**src/rtl/ps2_host_tx_if.sv**
```systemverilog
// CPU IO bus side of the PS/2 host transmitter.
// The bus drives start/data; the transmitter returns handshake and status.
interface ps2_host_tx_if;
    logic       start;
    logic [7:0] data;
    logic       rdy;
    logic       busy;
    logic       done;
    logic       ack_ok;
    logic       err;

    modport master (output start, data, input rdy, busy, done, ack_ok, err);
    modport slave  (input start, data, output rdy, busy, done, ack_ok, err);
endinterface

```
**src/rtl/ps2_host_tx.sv**
```systemverilog
// Host-to-device PS/2 transmitter: inhibits the clock, requests to send, then shifts
// one command byte plus parity/stop on device clock falls and checks the device ack.
module ps2_host_tx #(
    parameter int unsigned INHIBIT_CYCLES = 3000,
    parameter int unsigned TIMEOUT_CYCLES = 375000,
    parameter int unsigned FILT_CYCLES    = 8
) (
    input  logic          clk,
    input  logic          rst,
    ps2_host_tx_if.slave  bus,
    input  logic          ps2c_in,
    input  logic          ps2d_in,
    output logic          ps2c_oe,
    output logic          ps2d_oe
);
    localparam int unsigned INH_W  = (INHIBIT_CYCLES > 1) ? $clog2(INHIBIT_CYCLES) : 1;
    localparam int unsigned TMO_W  = (TIMEOUT_CYCLES > 1) ? $clog2(TIMEOUT_CYCLES) : 1;
    localparam int unsigned FILT_W = (FILT_CYCLES > 1) ? $clog2(FILT_CYCLES) : 1;

    typedef enum logic [2:0] {
        S_IDLE, S_INHIBIT, S_REQ, S_BITS, S_ACK, S_WAITIDLE, S_DONE
    } state_e;

    state_e             state_q, state_d;
    logic [9:0]         sh_q, sh_d;
    logic [3:0]         bitcnt_q, bitcnt_d;
    logic [INH_W-1:0]   inh_q, inh_d;
    logic [TMO_W-1:0]   tmo_q, tmo_d;
    logic               c_oe_q, c_oe_d, d_oe_q, d_oe_d;
    logic               rdy_q, rdy_d, done_q, done_d;
    logic               ack_ok_q, ack_ok_d, err_q, err_d;

    logic               c_meta_q, c_sync_q, d_meta_q, d_sync_q;
    logic               c_filt_q;
    logic [FILT_W-1:0]  filt_cnt_q;
    logic               fall_c;
    logic               device_phase_c;

    // Synchronisers and clock deglitch: a level change must persist FILT_CYCLES to be accepted.
    always_ff @(posedge clk) begin
        if (rst) begin
            c_meta_q   <= 1'b1;
            c_sync_q   <= 1'b1;
            d_meta_q   <= 1'b1;
            d_sync_q   <= 1'b1;
            c_filt_q   <= 1'b1;
            filt_cnt_q <= '0;
        end else begin
            c_meta_q <= ps2c_in;
            c_sync_q <= c_meta_q;
            d_meta_q <= ps2d_in;
            d_sync_q <= d_meta_q;
            if (c_sync_q != c_filt_q) begin
                if (filt_cnt_q == FILT_W'(FILT_CYCLES - 1)) begin
                    c_filt_q   <= c_sync_q;
                    filt_cnt_q <= '0;
                end else begin
                    filt_cnt_q <= filt_cnt_q + FILT_W'(1);
                end
            end else begin
                filt_cnt_q <= '0;
            end
        end
    end

    assign fall_c = c_filt_q & ~c_sync_q & (filt_cnt_q == FILT_W'(FILT_CYCLES - 1));
    assign device_phase_c = (state_q == S_REQ) || (state_q == S_BITS) ||
                            (state_q == S_ACK) || (state_q == S_WAITIDLE);

    always_ff @(posedge clk) begin
        if (rst) begin
            state_q  <= S_IDLE;
            sh_q     <= '0;
            bitcnt_q <= '0;
            inh_q    <= '0;
            tmo_q    <= '0;
            c_oe_q   <= 1'b0;
            d_oe_q   <= 1'b0;
            rdy_q    <= 1'b1;
            done_q   <= 1'b0;
            ack_ok_q <= 1'b0;
            err_q    <= 1'b0;
        end else begin
            state_q  <= state_d;
            sh_q     <= sh_d;
            bitcnt_q <= bitcnt_d;
            inh_q    <= inh_d;
            tmo_q    <= tmo_d;
            c_oe_q   <= c_oe_d;
            d_oe_q   <= d_oe_d;
            rdy_q    <= rdy_d;
            done_q   <= done_d;
            ack_ok_q <= ack_ok_d;
            err_q    <= err_d;
        end
    end

    always_comb begin
        state_d  = state_q;
        sh_d     = sh_q;
        bitcnt_d = bitcnt_q;
        inh_d    = inh_q;
        tmo_d    = tmo_q;
        c_oe_d   = c_oe_q;
        d_oe_d   = d_oe_q;
        done_d   = 1'b0;
        ack_ok_d = ack_ok_q;
        err_d    = err_q;

        if (device_phase_c) begin
            tmo_d = fall_c ? '0 : tmo_q + TMO_W'(1);
        end

        unique case (state_q)
            S_IDLE: begin
                if (bus.start) begin
                    sh_d     = {1'b1, ~^bus.data, bus.data};
                    ack_ok_d = 1'b0;
                    err_d    = 1'b0;
                    c_oe_d   = 1'b1;
                    inh_d    = '0;
                    bitcnt_d = '0;
                    state_d  = S_INHIBIT;
                end
            end
            S_INHIBIT: begin
                inh_d = inh_q + INH_W'(1);
                if (inh_q == INH_W'(INHIBIT_CYCLES - 2)) begin
                    d_oe_d = 1'b1;
                end
                if (inh_q == INH_W'(INHIBIT_CYCLES - 1)) begin
                    c_oe_d  = 1'b0;
                    tmo_d   = '0;
                    state_d = S_REQ;
                end
            end
            S_REQ, S_BITS: begin
                // Shift out on falls only, so data moves while the device holds clock low.
                if (fall_c) begin
                    d_oe_d = ~sh_q[0];
                    sh_d   = {1'b1, sh_q[9:1]};
                    if (state_q == S_REQ) begin
                        bitcnt_d = 4'd1;
                        state_d  = S_BITS;
                    end else begin
                        bitcnt_d = bitcnt_q + 4'd1;
                        if (bitcnt_q == 4'd9) begin
                            state_d = S_ACK;
                        end
                    end
                end
            end
            S_ACK: begin
                if (fall_c) begin
                    ack_ok_d = ~d_sync_q;
                    err_d    = d_sync_q;
                    state_d  = S_WAITIDLE;
                end
            end
            S_WAITIDLE: begin
                if (c_sync_q && d_sync_q) begin
                    done_d  = 1'b1;
                    state_d = S_DONE;
                end
            end
            S_DONE: begin
                state_d = S_IDLE;
            end
            default: begin
                state_d = S_IDLE;
            end
        endcase

        // Abort when the device stops clocking; the fall check keeps a late edge from racing it.
        if (device_phase_c && !fall_c && (tmo_q == TMO_W'(TIMEOUT_CYCLES - 1))) begin
            c_oe_d   = 1'b0;
            d_oe_d   = 1'b0;
            err_d    = 1'b1;
            ack_ok_d = 1'b0;
            done_d   = 1'b1;
            state_d  = S_DONE;
        end

        rdy_d = (state_d == S_IDLE);
    end

    assign ps2c_oe    = c_oe_q;
    assign ps2d_oe    = d_oe_q;
    assign bus.rdy    = rdy_q;
    assign bus.busy   = ~rdy_q;
    assign bus.done   = done_q;
    assign bus.ack_ok = ack_ok_q;
    assign bus.err    = err_q;
endmodule

```
**src/flat_wrapper.sv**
```systemverilog
// flat-port wrapper written by rule: the top's interface ports become plain ports
module ps2_host_tx_flat 
#(
    parameter int unsigned INHIBIT_CYCLES = 3000,
    parameter int unsigned TIMEOUT_CYCLES = 375000,
    parameter int unsigned FILT_CYCLES    = 8
)
  (clk, rst, ps2c_in, ps2d_in, ps2c_oe, ps2d_oe, bus_start, bus_data, bus_rdy, bus_busy, bus_done, bus_ack_ok, bus_err);
  ps2_host_tx_if bus_i ();
  input  logic clk;
  input  logic rst;
  input  logic ps2c_in;
  input  logic ps2d_in;
  output logic ps2c_oe;
  output logic ps2d_oe;
  input wire logic [$bits(bus_i.start)-1:0] bus_start;
  input wire logic [$bits(bus_i.data)-1:0] bus_data;
  output wire logic [$bits(bus_i.rdy)-1:0] bus_rdy;
  output wire logic [$bits(bus_i.busy)-1:0] bus_busy;
  output wire logic [$bits(bus_i.done)-1:0] bus_done;
  output wire logic [$bits(bus_i.ack_ok)-1:0] bus_ack_ok;
  output wire logic [$bits(bus_i.err)-1:0] bus_err;
  assign bus_i.start = bus_start;
  assign bus_i.data = bus_data;
  assign bus_rdy = bus_i.rdy;
  assign bus_busy = bus_i.busy;
  assign bus_done = bus_i.done;
  assign bus_ack_ok = bus_i.ack_ok;
  assign bus_err = bus_i.err;
  ps2_host_tx #(.INHIBIT_CYCLES(INHIBIT_CYCLES), .TIMEOUT_CYCLES(TIMEOUT_CYCLES), .FILT_CYCLES(FILT_CYCLES)) u_core (.clk(clk), .rst(rst), .bus(bus_i), .ps2c_in(ps2c_in), .ps2d_in(ps2d_in), .ps2c_oe(ps2c_oe), .ps2d_oe(ps2d_oe));
endmodule
```
**config.mk**
```make
export PLATFORM = sky130hd
export DESIGN_NAME = ps2_host_tx_flat
export DESIGN_NICKNAME = d
export VERILOG_FILES = /design/src/rtl/ps2_host_tx_if.sv /design/src/rtl/ps2_host_tx.sv /design/src/flat_wrapper.sv
export SDC_FILE = /design/constraint.sdc
export NUM_CORES = 1
export LEC_CHECK = 0
export BUFFER_PORTS_ARGS = -buffer_cell sky130_fd_sc_hd__buf_2
export CORE_MARGIN = 2
export CORE_UTILIZATION = 50
export CTS_BUF_LIST = sky130_fd_sc_hd__clkbuf_2 sky130_fd_sc_hd__clkbuf_4 sky130_fd_sc_hd__clkbuf_8
export CTS_CLUSTER_DIAMETER = 40
export DETAILED_ROUTE_END_ITERATION = 6
export MAX_ROUTING_LAYER = met4
export PLACE_DENSITY = 0.7
export SLEW_MARGIN = 20
export SYNTH_ARGS = -nofsm -noshare
export SYNTH_HDL_FRONTEND = slang
export SYNTH_SLANG_ARGS = --single-unit
```
**constraint.sdc**
```tcl
create_clock -name clk -period 2.2 [get_ports clk]
set_input_delay 0.44 -clock clk [delete_from_list [all_inputs] [get_ports clk]]
set_output_delay 0.44 -clock clk [all_outputs]
set_load 0.01 [all_outputs]
```
==> impl_metrics.json, run 1 <==
{
  "cts_max_level": 3,
  "reg2reg_to": "u_core.bus.rdy",
  "synth_compound_area_share_pct": 12.2,
  "ys_ff_latch": 62,
  "yosys.area_share.simple_pct": 29.5,
  "endpoint_kind": "flop",
  "setup_viol": 0,
  "grt_max_degree": 32,
  "outcome": "complete, no violations",
  "postPlaceCellArea_mm2": 0.00318,
  "synthToLayoutAreaGrowth_pct": 12.8,
  "synth-edff-count": 0,
  "multiInputGateArea_mm2": 0.00164,
  "vias_per_cell": 5.50,
  "synth_top_family_by_area": "simple AND/OR/NAND/NOR gates",
  "cp_max_fo": 7,
  "crit_start": "u_core.filt_cnt_q[0]",
  "vias": 2499,
  "cts_resized": 0,
  "cts_hold_buf": 0,
  "fin_crit_sh_pct": 85.6,
  "hpwl_um": 4290,
  "cts_made_buffers": 9,
  "grt_pass1_vias": 2353,
  "routed_wirelength_um": 6040,
  "crit_end": "u_core.bus.rdy",
  "p_leak_nw": 1.32,
  "ys_warn_count": 0,
  "cpPeakStageDelay_ps": 470,
  "tightest_slew_ps": 702,
  "synthAdderAreaFrac_pct": 3.37,
  "reg2reg_depth": 7,
  "period_needed_ps": 1880,
  "cts-root-buf": "clkbuf_8",
  "post_cts_buffers": 0,
  "cp_common_cell": "ha_1",
  "fp-row-count": 28,
  "drive_gt1_share_pct": 16.6,
  "grt_usage_pct": 20.7,
  "dieArea_mm2": 0.00658,
  "maxSlewHeadroom_pct": 53.1,
  "ys.flop_type": "dfxtp_1",
  "grt_antenna_before_repair": 0,
  "ys_top_cells_by_area": "dfxtp_1 (42%), nor2_1 (6.1%), nand2_1 (5.7%)",
  "worst_ep_required_time_ps": 2430,
  "syn_area_mm2": 0.00297,
  "yosys.area.top_type": "dfxtp_1",
  "clkTransAtPathRegs_ps": 70,
  "arrival_ps": 2110,
  "n_antenna_cell": 0,
  "grt_setup_unrepaired": "false",
  "ant_nets": 0,
  "regArea_mm2": 0.00124,
  "synth_cell_types": 49,
  "grt_pass1_wl_um": 10300,
  "synth_nets": 369,
  "clock_sinks": 62,
  "pin_count": 20,
  "routabilityCongestion": 0.775,
  "cts_tree": "yes",
  "port_buffers": 19,
  "post_drt_wl_per_cell_um": 13.3,
  "final_nets": 396,
  "die_x_um": 81.1,
  "seq_area_frac_synth_pct": 41.8,
  "ff2ff_setup_slack_ps": 320,
  "overflow": 0,
  "timing.fmax_mhz": 531,
  "start_util_pct": 51.1,
  "skew_ps": 8.38,
  "yosysTopAreaCellShare_pct": 41.8,
  "drv_cap": 0,
  "n_fill_cell": 566,
  "clockBufferDepth": 2,
  "worstSetupPathType": "flop to flop",
  "cp_cell_sequence": "ha_1 > ha_1 > nand2_1 > nand3_1 > or4_4 > a21oi_2 > nor3_1",
  "chipHeight_um": 81.1,
  "tns_ps": 0,
  "slew_viol_final": 0,
  "r2r-start": "u_core.filt_cnt_q[0]",
  "clock_latency_ps": 340,
  "drt_iter0_drc": 120,
  "ir_drop_mv": 0.356,
  "hold_class": "input pin to flop",
  "synth.area.mux_share_pct": 1.77,
  "synthXorXnorAreaFrac_pct": 8.16,
  "slowest_stage": "or4_4",
  "netlist_instances": 348,
  "synth-async-reset-ratio_pct": 0,
  "critPathLaunchType": "flop",
  "hold_viol": 0,
  "avgSynthCellArea_um2": 8.54,
  "core_region_area_mm2": 0.00582,
  "drc": 0,
  "stdcell_area_mm2": 0.00335,
  "firstDrtPassIters": 4,
  "p_per_area_mw_per_mm2": 665
}
## Yosys cell counts (all sizes together), types with 7 or more instances
master and instances:
xor2 13, xnor2 13, dfxtp 62, nand4 11, ha 8, nand3 16, inv 8, o21ai 10
nand2 45, nor2 48, and3 7, a21oi 21, clkbuf 8, a311oi 11
## metrics by stage
step / std cells / util, % / setup slack [ps] / hold WS [ps] / total power, mW
floorplan: 348 / - / 376 / 389 / 1.31
global placement: 439 / 54.6 / 391 / 392 / 1.36
detailed placement: 439 / 54.6 / 352 / 397 / 1.37
CTS: 454 / 57.6 / 316 / 269 / 2.24
global route: 454 / 57.6 / 217 / 266 / 2.32
finish: 454 / 57.6 / 316 / 276 / 2.23
## sequential cells by signal, summed over array words and instances, names as in the netlist
name and count:
u_core.filt_cnt_q 3, u_core.bitcnt_q 4, u_core.sh_q 10, u_core.ps2d_oe 1
u_core.d_meta_q 1, u_core.inh_q 12, u_core.bus.ack_ok 1, u_core.ps2c_oe 1
u_core.c_sync_q 1, u_core.bus.rdy 1, u_core.c_meta_q 1, u_core.bus.err 1
u_core.c_filt_q 1, u_core.d_sync_q 1, u_core.tmo_q 19, u_core.bus.done 1
u_core.state_q 3
## cells in the final DEF (no fill, tap or decap), drive strengths merged, types with 5 or more instances in the layout
cell    count
and2        5
or2         5
or3         6
inv         8
a311oi     11
dfxtp      62
nand4      11
nand3      16
and3        7
clkbuf     11
buf        30
nand2      45
xnor2      13
nor2b       6
o21ai      10
nor2       48
ha          8
xor2       13
a21oi      21
nor3        5
## layer usage
| layer | global-route usage (%) | wire length [um] | vias up |
|---|---|---|---|
| met5 | - | 0 | - |
| met4 | 5.76 | 78 | 0 |
| met3 | 6.44 | 292 | 9 |
| met2 | 32.9 | 2840 | 51 |
| met1 | 25.4 | 2830 | 1169 |
| li1 | - | - | 1270 |
## cell type report
cell class | instances | share of cell area [%]
Clock buffer | 11 | 4.52
Clock inverter | 4 | 0.672
Inverter | 8 | 0.896
Multi-Input combinational cell | 264 | 48.8
Sequential cell | 62 | 37.0
Tap cell | 75 | 2.80
Timing Repair Buffer | 30 | 5.30
## worst min-delay path by stage
stage               startpoint  depth (start not counted)  slack, ps         endpoint
2_1_floorplan  u_core.c_meta_q                          1        390  u_core.c_sync_q
3_3_place_gp   u_core.d_meta_q                          1        390  u_core.d_sync_q
3_5_place_dp   u_core.c_meta_q                          1        400  u_core.c_sync_q
4_1_cts                ps2d_in                          2        270  u_core.d_meta_q
5_1_grt                ps2c_in                          2        270  u_core.c_meta_q
6_report               ps2d_in                          2        280  u_core.d_meta_q
## worst max-delay path: cells and delay by family (launching register included)
| kind | cells | cell delay, ps |
|---|---|---|
| compound gates | 1 | 160 |
| fa+ha+maj | 2 | 450 |
| flops | 1 | 310 |
| simple gates | 4 | 850 |
## power by group
part / switching [mW] / internal [mW] / leakage, nW / total [mW]
Sequential: 0.0164 / 1.15 / 0.504 / 1.17
Clock: 0.429 / 0.457 / 0.0910 / 0.887
Combinational: 0.100 / 0.0749 / 0.728 / 0.175
## cell families (layout without fill, tap and decap cells)
logic type,count (synthesis),in the layout
simple gates,171,171
flops,62,62
compound gates,54,54
xor+xnor,26,26
buf+inv,22,53
fa+ha+maj,8,8
mux,5,5
Note: power is estimated with default switching activity, not from simulation.
==> run 2: changes to the inputs <==
--- a/config.mk
+++ b/config.mk
@@ -10,6 +10,7 @@
 export CORE_UTILIZATION = 50
 export CTS_BUF_LIST = sky130_fd_sc_hd__clkbuf_2 sky130_fd_sc_hd__clkbuf_4 sky130_fd_sc_hd__clkbuf_8
 export CTS_CLUSTER_DIAMETER = 40
+export CTS_CLUSTER_SIZE = 12
 export DETAILED_ROUTE_END_ITERATION = 6
 export MAX_ROUTING_LAYER = met4
 export PLACE_DENSITY = 0.7
==> constraint.sdc (replaced) <==
create_clock -name clk -period 1.77 [get_ports clk]
set_input_delay 0.354 -clock clk [delete_from_list [all_inputs] [get_ports clk]]
set_output_delay 0.354 -clock clk [all_outputs]
set_load 0.01 [all_outputs]
==> impl_metrics.json, run 2 (synthesis gave the netlist of run 1 again) <==
{
  "dieArea_mm2": 0.00658,
  "timing.fmax_mhz": 576,
  "die_x_um": 81.1,
  "start_util_pct": 51.1,
  "drive_gt1_share_pct": 23.7,
  "outcome": "complete, no violations",
  "drv_cap": 0,
  "cts_max_level": 3,
  "grt_pass1_wl_um": 11000,
  "drc": 0,
  "port_buffers": 19,
  "n_fill_cell": 504,
  "cts_made_buffers": 9,
  "grt.busiest_layer": "met2",
  "ir_drop_mv": 0.544,
  "worst_ep_required_time_ps": 2000,
  "grt_usage_pct": 22.5,
  "core_region_area_mm2": 0.00582,
  "multiInputGateArea_mm2": 0.00173,
  "fin_crit_sh_pct": 98.0,
  "arrival_ps": 1960,
  "mostFrequentLayoutCells": "dfxtp_1 (58), nor2_1 (47), nand2_1 (45)",
  "vias_per_cell": 5.48,
  "firstDrtPassIters": 4,
  "post_drt_wl_per_cell_um": 13.9,
  "endpoint_kind": "flop",
  "fin_util_pct": 62.1,
  "cts_hold_buf": 0,
  "clock_sinks": 62,
  "maxSlewHeadroom_pct": 66.9,
  "critPathLaunchType": "flop",
  "met2_usage_pct": 37.6,
  "clockBufferDepth": 2,
  "grt_util_met3_pct": 6.22,
  "fp-row-count": 28,
  "overflow": 0,
  "ant_nets": 0,
  "regArea_mm2": 0.00125,
  "p_per_area_mw_per_mm2": 808,
  "chipHeight_um": 81.1,
  "post_cts_buffers": 0,
  "cts_tree": "yes",
  "grt_max_degree": 32,
  "hold_viol": 0,
  "p_leak_nw": 1.45,
  "slew_viol_final": 0,
  "hold_class": "input pin to flop",
  "routed_wirelength_um": 6540,
  "tightest_slew_ps": 494,
  "place_inst": 455,
  "grt_antenna_before_repair": 0,
  "clock_latency_ps": 340,
  "cts-root-buf": "clkbuf_8",
  "pin_count": 20,
  "power.total_mw": 2.92,
  "stdcell_area_mm2": 0.00361,
  "mostFrequentLayoutCell": "dfxtp_1",
  "n_antenna_cell": 0,
  "routabilityCongestion": 0.827,
  "drt_iter0_drc": 90,
  "hpwl_um": 4660,
  "gr-usage-met1_pct": 25.2,
  "top_regs": "u_core.tmo_q (19), u_core.inh_q (12), u_core.sh_q (10)",
  "cp_max_fo": 3,
  "grt_pass1_vias": 2496,
  "top_register": "u_core.tmo_q",
  "worstSetupPathType": "flop to flop",
  "grt_setup_unrepaired": "true",
  "period_needed_ps": 1730,
  "clkTransAtPathRegs_ps": 70,
  "final_nets": 412,
  "synthToLayoutAreaGrowth_pct": 21.4,
  "hold_slack_ps": 199,
  "largest_reg_flops": 19,
  "fin_cells": 471,
  "skew_ps": 8.86,
  "postPlaceCellArea_mm2": 0.00332,
  "setup_viol": 0,
  "vias": 2579
}
[run 2: cell types whose count changed in the layout (fill, tap and decap cells not counted), sizes merged]
cell / delta
bufinv: +1
clkinv: +1
buf: +16
clkbuf: -1
[run 2: critical path, stage by stage, from the launching register on]
cell and delay, ps:
dfxtp_1 350, nor4b_2 290, nand4b_1 170, or4_4 600, a21oi_4 150, nor3_1 60
[run 2: cell type report]
cell class / instances / area share, %
Multi-Input combinational cell: 264 / 47.9
Sequential cell: 62 / 34.5
Timing Repair Buffer: 46 / 8.60
Clock buffer: 10 / 3.81
Tap cell: 75 / 2.60
Clock inverter: 6 / 1.70
Inverter: 8 / 0.832
[run 2: worst paths after layout]
path,startpoint,endpoint,slack (ps),depth (start not counted)
worst max register to register,u_core.tmo_q[5],u_core.bus.rdy,40,5
worst min-delay path,ps2d_in,u_core.d_meta_q,200,2
worst max-delay path,u_core.tmo_q[5],u_core.bus.rdy,40,5
worst min register to register,u_core.c_meta_q,u_core.c_sync_q,420,1
[run 2: metal layers]
metal / wire, um / part of all wire, % / vias up
met4: 133 / 2.0 / 0
li1: - / - / 1313
met1: 2950 / 45 / 1221
met3: 215 / 3.3 / 14
met2: 3230 / 49 / 31
met5: 0 / 0 / -
[run 2: per-stage QoR]
| step | setup WS (ps) | TNS [ps] |
|---|---|---|
| after floorplan | 17.1 | 0 |
| after global placement | -0.0698 | -0.0698 |
| after detailed placement | -22.0 | -32.1 |
| after CTS | 9.59 | 0 |
| after global routing | -41.8 | -152 |
| final | 35.4 | 0 |
[run 2: repair_timing]
action                                  CTS  global route
endpoints found under the setup margin    4            14
gates resized for setup                   4            14
pin swaps                                 0             2
[run 2: power breakdown]
| group | internal (mW) | total, mW | leakage (nW) | switching, mW |
|---|---|---|---|---|
| Clock | 0.682 | 1.23 | 0.102 | 0.549 |
| Combinational | 0.103 | 0.235 | 0.846 | 0.131 |
| Sequential | 1.43 | 1.45 | 0.506 | 0.0206 |
